$ cat src/rtl/oka_pkg.sv
// Shared types and helpers for the iterative Karatsuba carry-less multiplier.
//   state_t   : FSM states (IDLE, S_LO, S_MID, S_HI, S_RED, DONE)
//   STATE_W   : state encoding width
//   clmul_ref : plain 64x64 carry-less product, intended for bench models
package oka_pkg;

  localparam int unsigned STATE_W = 3;

  typedef enum logic [STATE_W-1:0] {
    IDLE  = 3'd0,
    S_LO  = 3'd1,
    S_MID = 3'd2,
    S_HI  = 3'd3,
    S_RED = 3'd4,
    DONE  = 3'd5
  } state_t;

  // Schoolbook GF(2)[x] product; narrower operands are zero-extended by the caller.
  function automatic logic [126:0] clmul_ref(input logic [63:0] a, input logic [63:0] b);
    logic [126:0] r;
    r = '0;
    for (int i = 0; i < 64; i++) begin
      if (b[i]) r ^= 127'(a) << i;
    end
    return r;
  endfunction

endpackage

$ cat src/rtl/clmul_half.sv
// Combinational H x H carry-less multiplier (AND/XOR array).
//   a, b : H-bit operands
//   p_c  : 2H-1 bit carry-less product
module clmul_half #(
  parameter int unsigned H = 32
) (
  input  logic [H-1:0]   a,
  input  logic [H-1:0]   b,
  output logic [2*H-2:0] p_c
);

  localparam int unsigned PW = 2 * H - 1;

  // Each set bit of b contributes a shifted copy of a; XOR replaces addition.
  always_comb begin
    p_c = '0;
    for (int i = 0; i < int'(H); i++) begin
      if (b[i]) p_c ^= PW'(a) << i;
    end
  end

endmodule

$ cat src/rtl/oka_seq_clmul.sv
// Iterative 2-term Karatsuba carry-less multiplier. One half-width multiplier is
// reused over three cycles (z0, z1, z2) and the partial products are recombined.
// Optional reduction mod P(x) = x^WIDTH + POLY when OKA_MOD_REDUCE_EN is defined.
//   clk, rst_n          : clock, synchronous active-low reset
//   in_valid / in_ready : operand handshake (ready only in IDLE)
//   a, b                : WIDTH-bit operands
//   out_valid/out_ready : result handshake, result held until consumed
//   y                   : full 2*WIDTH-1 bit product
//   y_red               : reduced product (OKA_MOD_REDUCE_EN only)
//   busy                : high whenever not IDLE
module oka_seq_clmul
  import oka_pkg::*;
#(
  parameter int unsigned      WIDTH = 64,
  parameter logic [WIDTH-1:0] POLY  = WIDTH'('h1B)
) (
  input  logic               clk,
  input  logic               rst_n,
  input  logic               in_valid,
  output logic               in_ready,
  input  logic [WIDTH-1:0]   a,
  input  logic [WIDTH-1:0]   b,
  output logic               out_valid,
  input  logic               out_ready,
  output logic [2*WIDTH-2:0] y,
`ifdef OKA_MOD_REDUCE_EN
  output logic [WIDTH-1:0]   y_red,
`endif
  output logic               busy
);

  localparam int unsigned H  = WIDTH / 2;
  localparam int unsigned ZW = WIDTH - 1;
  localparam int unsigned YW = 2 * WIDTH - 1;

  state_t state, state_nxt;

  logic [WIDTH-1:0] a_q, b_q;
  logic [ZW-1:0]    z0_q, z1_q;
  logic [H-1:0]     m_a_c, m_b_c;
  logic [ZW-1:0]    mul_c;
  logic [ZW-1:0]    zmid_c;
  logic [YW-1:0]    y_nxt_c;

  // Shared half-width multiplier; operands selected by state.
  clmul_half #(.H(H)) u_half (
    .a   (m_a_c),
    .b   (m_b_c),
    .p_c (mul_c)
  );

  // Next state and multiplier operand selection.
  always_comb begin
    state_nxt = state;
    m_a_c     = a_q[H-1:0];
    m_b_c     = b_q[H-1:0];
    unique case (state)
      IDLE:  if (in_valid) state_nxt = S_LO;
      S_LO:  state_nxt = S_MID;
      S_MID: begin
        m_a_c     = a_q[H-1:0] ^ a_q[WIDTH-1:H];
        m_b_c     = b_q[H-1:0] ^ b_q[WIDTH-1:H];
        state_nxt = S_HI;
      end
      S_HI: begin
        m_a_c = a_q[WIDTH-1:H];
        m_b_c = b_q[WIDTH-1:H];
`ifdef OKA_MOD_REDUCE_EN
        state_nxt = S_RED;
`else
        state_nxt = DONE;
`endif
      end
      S_RED: state_nxt = DONE;
      DONE:  if (out_ready) state_nxt = IDLE;
      default: state_nxt = IDLE;
    endcase
  end

  // Karatsuba recombination; z2 comes straight from the multiplier in S_HI.
  always_comb begin
    zmid_c  = z0_q ^ z1_q ^ mul_c;
    y_nxt_c = YW'(z0_q) ^ (YW'(zmid_c) << H) ^ (YW'(mul_c) << WIDTH);
  end

  // State, operand and partial-product registers; handshake outputs follow next state.
  always_ff @(posedge clk) begin
    if (!rst_n) begin
      state     <= IDLE;
      a_q       <= '0;
      b_q       <= '0;
      z0_q      <= '0;
      z1_q      <= '0;
      y         <= '0;
      in_ready  <= 1'b1;
      out_valid <= 1'b0;
      busy      <= 1'b0;
    end else begin
      state     <= state_nxt;
      in_ready  <= (state_nxt == IDLE);
      out_valid <= (state_nxt == DONE);
      busy      <= (state_nxt != IDLE);
      if (state == IDLE && in_valid) begin
        a_q <= a;
        b_q <= b;
      end
      if (state == S_LO)  z0_q <= mul_c;
      if (state == S_MID) z1_q <= mul_c;
      if (state == S_HI)  y    <= y_nxt_c;
    end
  end

`ifdef OKA_MOD_REDUCE_EN
  logic [WIDTH-1:0] red_c;
  logic             carry_c;

  // Horner-style fold, MSB first: shift remainder, replace x^WIDTH overflow by POLY.
  always_comb begin
    red_c   = '0;
    carry_c = 1'b0;
    for (int i = int'(YW) - 1; i >= 0; i--) begin
      carry_c = red_c[WIDTH-1];
      red_c   = {red_c[WIDTH-2:0], y[i]};
      if (carry_c) red_c ^= POLY;
    end
  end

  always_ff @(posedge clk) begin
    if (!rst_n) begin
      y_red <= '0;
    end else if (state == S_RED) begin
      y_red <= red_c;
    end
  end
`else
  logic unused_poly;
  assign unused_poly = ^POLY;
`endif

endmodule

$ cat config.mk
export PLATFORM = sky130hd
export DESIGN_NAME = oka_seq_clmul
export DESIGN_NICKNAME = d
export VERILOG_FILES = /design/src/rtl/oka_pkg.sv /design/src/rtl/clmul_half.sv /design/src/rtl/oka_seq_clmul.sv
export SDC_FILE = /design/constraint.sdc
export NUM_CORES = 2
export LEC_CHECK = 0
export BUFFER_PORTS_ARGS = -buffer_cell sky130_fd_sc_hd__clkbuf_2
export CORE_MARGIN = 10
export CORE_UTILIZATION = 55
export CTS_CLUSTER_SIZE = 24
export DETAILED_ROUTE_END_ITERATION = 16
export HOLD_SLACK_MARGIN = 0.02
export PLACE_DENSITY_LB_ADDON = 0.15
export SYNTH_ARGS = -nofsm -noshare
export SYNTH_HDL_FRONTEND = slang
export SYNTH_SLANG_ARGS = --single-unit
$ cat constraint.sdc
create_clock -name clk -period 3.83 [get_ports clk]
set_input_delay 0.766 -clock clk [delete_from_list [all_inputs] [get_ports clk]]
set_output_delay 0.766 -clock clk [all_outputs]
set_load 0.05 [all_outputs]
**Word-level counts from Yosys, hierarchy flattened**

Index checks and enable logic that the tools add are counted.

- Flip-flop bits (word level): 387
- Output and inout port bits: 130

- Eq/ne operators: 6
- Mux-type cells: 37
- Bitwise operators: 37
- Reduce and logical (&&, ||, !) cells: 5

Operator list:

| cell | count |
|---|---|
| $mux 63 | 31 |
| $xor 63x63->63 | 3 |
| $pmux 32 s2 | 2 |
| $xor 95x127->127 | 1 |
| $xor 63x95->95 | 1 |
| $xor 32x32->32 | 2 |
| $xor 63x33->63 | 1 |
| $xor 63x34->63 | 1 |
| $xor 63x35->63 | 1 |
| $xor 63x36->63 | 1 |
| $xor 63x37->63 | 1 |
| $xor 63x38->63 | 1 |
| $xor 63x39->63 | 1 |
| $xor 63x40->63 | 1 |
| $xor 63x41->63 | 1 |
| $xor 63x42->63 | 1 |
| $xor 63x43->63 | 1 |
| $xor 63x44->63 | 1 |
| $xor 63x45->63 | 1 |
| $xor 63x46->63 | 1 |
| $xor 63x47->63 | 1 |
| $xor 63x48->63 | 1 |
| $xor 63x49->63 | 1 |
| $xor 63x50->63 | 1 |
| 22 further kinds | 27 |

**Longest topological paths before layout**

- Depth after elaboration: 68
- Gate-level depth with buffers: 17
- Gate-level depth less buffers: 11

**Modules after synthesis**

From an unflattened synthesis, not the netlist that was laid out.

- Cell total of the unflattened synthesis: 4236
- Area total of the unflattened synthesis: 30354.1 µm²

By module, submodules not included:

| module | times used | cells each | area an instance (µm²) | seq. area each (µm²) |
|---|---|---|---|---|
| oka_seq_clmul | 1 | 2059 | 17035.1 | 7747.4 |
| clmul_half | 1 | 2177 | 13319.0 | 0.0 |

**Worst setup path before layout**

No wires, ideal clock.

- Path kind: reg2reg
- From: reg state[2]
- To: reg y[51]
- Library setup time: 0.132 ns
- Arrival: 2.729 ns
- Setup slack: 0.968 ns
- Stages on the path, launching flop included: 15
- Cell sequence: dfxtp_1 -> buf_6 -> nand2b_1 -> buf_4 -> buf_2 -> o21ai_0 -> nand2_1 -> nand2_1 -> xor2_1 -> xnor2_1 -> xnor3_1 -> xnor2_1 -> xnor3_1 -> nand2_1 -> a21oi_1

- Word-level cells in the longest chain between the ends: 68

Ends and longest elaborated chain:

| element | RTL line | text |
|---|---|---|
| from (decl) | oka_seq_clmul.sv:36 | `state_t state, state_nxt;` |
| from (signal assigned) | oka_seq_clmul.sv:99 | `state <= state_nxt;` |
| $eq 3x2->1 (on tied branches) | oka_seq_clmul.sv:57, oka_seq_clmul.sv:109 |  |
| $pmux 32 s2 | oka_seq_clmul.sv:57 | `unique case (state)` |
| $mux 32 | clmul_half.sv:18 | `if (b[i]) p_c ^= PW'(a) << i;` |
| $xor 63x33->63 | clmul_half.sv:18 |  |
| $mux 63 | clmul_half.sv:18 |  |
| $xor 63x34->63 | clmul_half.sv:18 |  |
| $mux 63 | clmul_half.sv:18 |  |
| $xor 63x35->63 | clmul_half.sv:18 |  |
| [... 52 more ...] | n/a |  |
| $mux 63 | clmul_half.sv:18 |  |
| $xor 63x62->63 | clmul_half.sv:18 |  |
| $mux 63 | clmul_half.sv:18 |  |
| $xor 63x63->63 | clmul_half.sv:18 |  |
| $mux 63 | clmul_half.sv:18 |  |
| $xor 63x63->63 | oka_seq_clmul.sv:82 | `zmid_c = z0_q ^ z1_q ^ mul_c;` |
| $xor 63x95->95 | oka_seq_clmul.sv:83 | `y_nxt_c = YW'(z0_q) ^ (YW'(zmid_c) << H) ^ (YW'(mul_c) << WIDTH);` |
| $xor 95x127->127 | oka_seq_clmul.sv:83 |  |
| to (signal assigned) | oka_seq_clmul.sv:109 | `if (state == S_HI) y <= y_nxt_c;` |
| to (decl) | oka_seq_clmul.sv:25 | `output logic [2*WIDTH-2:0] y,` |

Several ways; a longest one is shown, not always the timed one.
A chain may end at the register's enable or synchronous reset.

**Final worst setup path**

- From: reg state[0]
- To: reg y[66]

- Word-level cells in the longest chain between the ends: 66

Ends and longest elaborated chain:

| element | RTL line |
|---|---|
| $eq 3x2->1 (on tied branches) | oka_seq_clmul.sv:57, oka_seq_clmul.sv:109 |
| $pmux 32 s2 | oka_seq_clmul.sv:57 |
| $mux 63 / $mux 32 (equally long branches) | clmul_half.sv:18 |
| $xor 63x34->63 / $xor 63x33->63 (equally long branches) | clmul_half.sv:18 |
| $mux 63 | clmul_half.sv:18 |
| $xor 63x35->63 / $xor 63x34->63 (equally long branches) | clmul_half.sv:18 |
| $mux 63 | clmul_half.sv:18 |
| $xor 63x36->63 / $xor 63x35->63 (equally long branches) | clmul_half.sv:18 |
| [... 50 more ...] | n/a |
| $mux 63 | clmul_half.sv:18 |
| $xor 63x62->63 / $xor 63x61->63 (equally long branches) | clmul_half.sv:18 |
| $mux 63 | clmul_half.sv:18 |
| $xor 63x63->63 / $xor 63x62->63 (equally long branches) | clmul_half.sv:18 |
| $mux 63 | clmul_half.sv:18 |
| $xor 63x63->63 (on tied branches) | oka_seq_clmul.sv:82, clmul_half.sv:18 |
| $xor 63x95->95 / $mux 63 (equally long branches) | oka_seq_clmul.sv:83, clmul_half.sv:18 |
| $xor 95x127->127 | oka_seq_clmul.sv:83 |

Several ways; a longest one is shown, not always the timed one.

==> summary.txt <==
Floorplan
  – Die Ht: approximately 250 um
  – Die width: 253 um
  – Die area: 64200 um^2
  – Starting Density: 55.6%
  – Ports: 262
  – Core Area: 53800 um^2
  – Row Count: 85

Final layout
  – Commonest non-fill, non-tap cell in the layout: nand2_1
  – Final layout net count: 4461
  – Most frequent cells in the layout: 1585 x nand2_1, 800 x xnor2_1, 385 x dfxtp_1
  – Area Growth Syn to Fin: 12.7%
  – Fillers: 4962
  – Share of cells above drive strength 1: 12.0%

Global route
  – Total gr overflow: 0
  – First-pass GRT wire length: 162000 um
  – Antenna violations before repair: 0
  – Largest net degree at the start of global routing: around 120
  – Vias in the first global route: 26600
  – Total GRT Usage: between 30% and 40%

Timing
  – Final hold violations: 0
  – Final setup vio count: 0
  – RSZ-0062 raised after global routing: no
  – Total negative slack: 0 ns
  – Tcrit/Tclk final: around 95%
  – Clock skew: 0.0258 ns
  – Fmax: 0.276 GHz
  – Pins Over Slew Limit: 0
  – Rel. slew slack: 31.8%
  – Final hold slack: 0.407 ns
  – Worst slew pin tran: 1.02 ns
  – Min Clock Period, post-route: 3.62 ns

Clock tree
  – CTS buffer count: 42
  – Clock transition at the registers of the reported paths: 0.06 ns
  – CTS Root Cell: clkbuf_16
  – CTS tree: done
  – Postcts setup bufs: 0
  – Clock tree buffer depth: 3
  – Worst-Skew Late Latency: 0.58 ns
  – H-tree level count: 2
  – Clk sinks: 387

Logic synthesis
  – Synthesized cell area: 29900 um^2
  – Avg Cell Area, Syn: 7.09 um^2
  – Sequential fraction of the synthesis area: roughly a quarter
  – Synth warn: 0
  – Syn Nets: 4356
  – Post-Syn Instances: around 4200
  – Synth Register Bits: 387
  – Yosys cell types: 39

Critical path
  – Most frequent CP cell: xnor2_1
  – Slowest cell on the critical path: dfxtp_4
  – CP cell instances: buf_4, nor2_1, o21ai_1, nand2_2, buf_4, nand2_1, xor2_1, xnor2_1, xnor2_1, xnor2_1, xnor2_2, buf_4, xnor2_1, a21oi_1
  – Kind of critical path: flop to flop
  – CP startpoint kind: flop
  – Worst Path Arrival: 4.07 ns
  – Crit-path leading delay family: XOR/XNOR gates
  – CP peak stage delay: roughly 0.65 ns
  – CP endpoint kind: flop
  – CP required: 4.27 ns
  – Top fanout value on the critical path: 39
  – Worst path bufs/invs: 3

Route
  – DRC viols: 0
  – DR iter-0 viols: 3201
  – ANT nets after route: 0
  – DRT Pass-1 Iters: 6
  – Drt via density: around 5.5
  – WL/cell: 21.0 um
  – Routed WL: ~110000 um
  – Total number of vias: between 20000 and 30000

Pwr
  – Switching Power: 5.62 mW
  – Seq pwr share: 31.3%
  – Clock share of power: 28.3%
  – P_int: 8.96 mW
  – Pleak: between 10 and 15 nW
  – Combinational power share: 40.4%
  – Pwr dens: 432 nW/um^2
  – Max rail drop VDD: 0.554 mV
  – Switching Fraction: 38.5%

Placed design
  – PortBufs: 261
  – Placer Congestion: 0.911
  – DP Wirelength: roughly 66000 um

Job
  – Number of max-cap violations: 0

Outcome
  – Status: finished, final reports clean

Hold path
  – Worst min path class: input pin to flop
[kinds of logic (layout without fill, tap and decap cells)]
family,after synthesis,in the layout,synth area share (%)
simple gates,1771,1771,22.4
flops,387,387,25.9
xor+xnor,1103,1103,34.2
compound gates,549,549,10.4
other cells,0,1,0
buf+inv,414,553,7.09
[timing repair]
action,in CTS,in global routing
gates resized for setup,0,6
hold buffers,0,0
endpoints found under the setup margin,0,6
hold endpoints to repair,0,0
[synthesized netlist by cell type, drive strengths merged]
library cell	number	area [um^2]
or3	1	6.26
o211ai	62	465
buf	222	1400
nor3b	1	7.51
nand3b	2	15.0
xor3	2	47.6
nor2b	1	13.8
nand2b	2	12.5
nor3	4	20.0
a31oi	1	6.26
clkbuf	125	469
o21ai	108	541
o21a	1	7.51
xor2	250	2190
o211a	1	10.0
nand3	5	25.0
xnor2	823	7370
inv	66	248
nor2	157	592
or3b	1	8.76
a211oi	82	616
nand2	1591	5980
or2	2	12.5
xnor3	28	631
dfxtp	387	7750
and3	1	6.26
and2	3	18.8
clkinv	1	3.75
a21oi	292	1460
o22ai	2	12.5
[layer usage]
layer  wire [um]  vias up  track usage, %  share of wire, %
met3       10300      287            5.46               9.7
met2       50100     1355            54.4                47
li1            -    13300               -                 -
met4        3810        0            11.9               3.6
met5           0        -               0                 0
met1       42100    13000            40.6                40
[power groups by stage]
stage          Combinational [mW]  Clock (mW)  Sequential (mW)
6_report                     5.88        4.13             4.57
5_1_grt                      6.17        4.33             4.60
4_1_cts                      5.75        4.19             4.56
3_5_place_dp                 5.72           0             4.65
3_3_place_gp                 5.69           0             4.64
2_1_floorplan                3.67           0             4.73
[sequential cells by signal, indices dropped and copies added, names as in the netlist]
| signal | count |
|---|---|
| b_q | 64 |
| out_valid | 1 |
| state | 3 |
| in_ready | 1 |
| z0_q | 63 |
| busy | 1 |
| y | 127 |
| a_q | 64 |
| z1_q | 63 |
[worst register-to-register path, cell delays in order (launching register included)]
cell and delay [ns]:
dfxtp_4 0.65, buf_4 0.30, nor2_1 0.05, o21ai_1 0.14, nand2_2 0.28, buf_4 0.32
nand2_1 0.09, xor2_1 0.17, xnor2_1 0.10, xnor2_1 0.45, xnor2_1 0.20, xnor2_2 0.17
buf_4 0.20, xnor2_1 0.27, a21oi_1 0.11
[layout make-up]
cell class	instances	area (um^2)	share of cell area (%)
multi-input combinational	3423	20100	59.6
sequential	387	7750	23.0
timing repair buffer	408	3310	9.81
clock buffer	61	1240	3.68
tap	696	871	2.58
inverter	67	259	0.767
clock inverter	17	188	0.556
antenna	1	2.50	0.00741
[stage by stage]
step           instance area [um^2]  power [mW]  utilization [%]  setup WS (ns)  std cells
2_1_floorplan                 29900        8.41                -          0.968       4224
4_1_cts                       33700        14.5             62.7          0.162       5059
5_1_grt                       33800        15.1             62.7          0.126       5059
3_5_place_dp                  32300        10.4             60.0          0.199       4981
3_3_place_gp                  32300        10.3             60.0          0.206       4981
6_report                      33800        14.6             62.7          0.205       5060
[path summary, 6_finish.rpt]
kind	from	to	slack [ns]	cells past startpoint
max	state[0]$_SDFF_PN0_	y[66]$_SDFFE_PN0N_	0.21	14
min	b[63]	b_q[63]$_SDFFE_PN0P_	0.41	3
max reg2reg	state[0]$_SDFF_PN0_	y[66]$_SDFFE_PN0N_	0.21	14
min reg2reg	y[39]$_SDFFE_PN0N_	y[39]$_SDFFE_PN0N_	0.45	2
No activity file was read; power rests on OpenSTA's default activity.
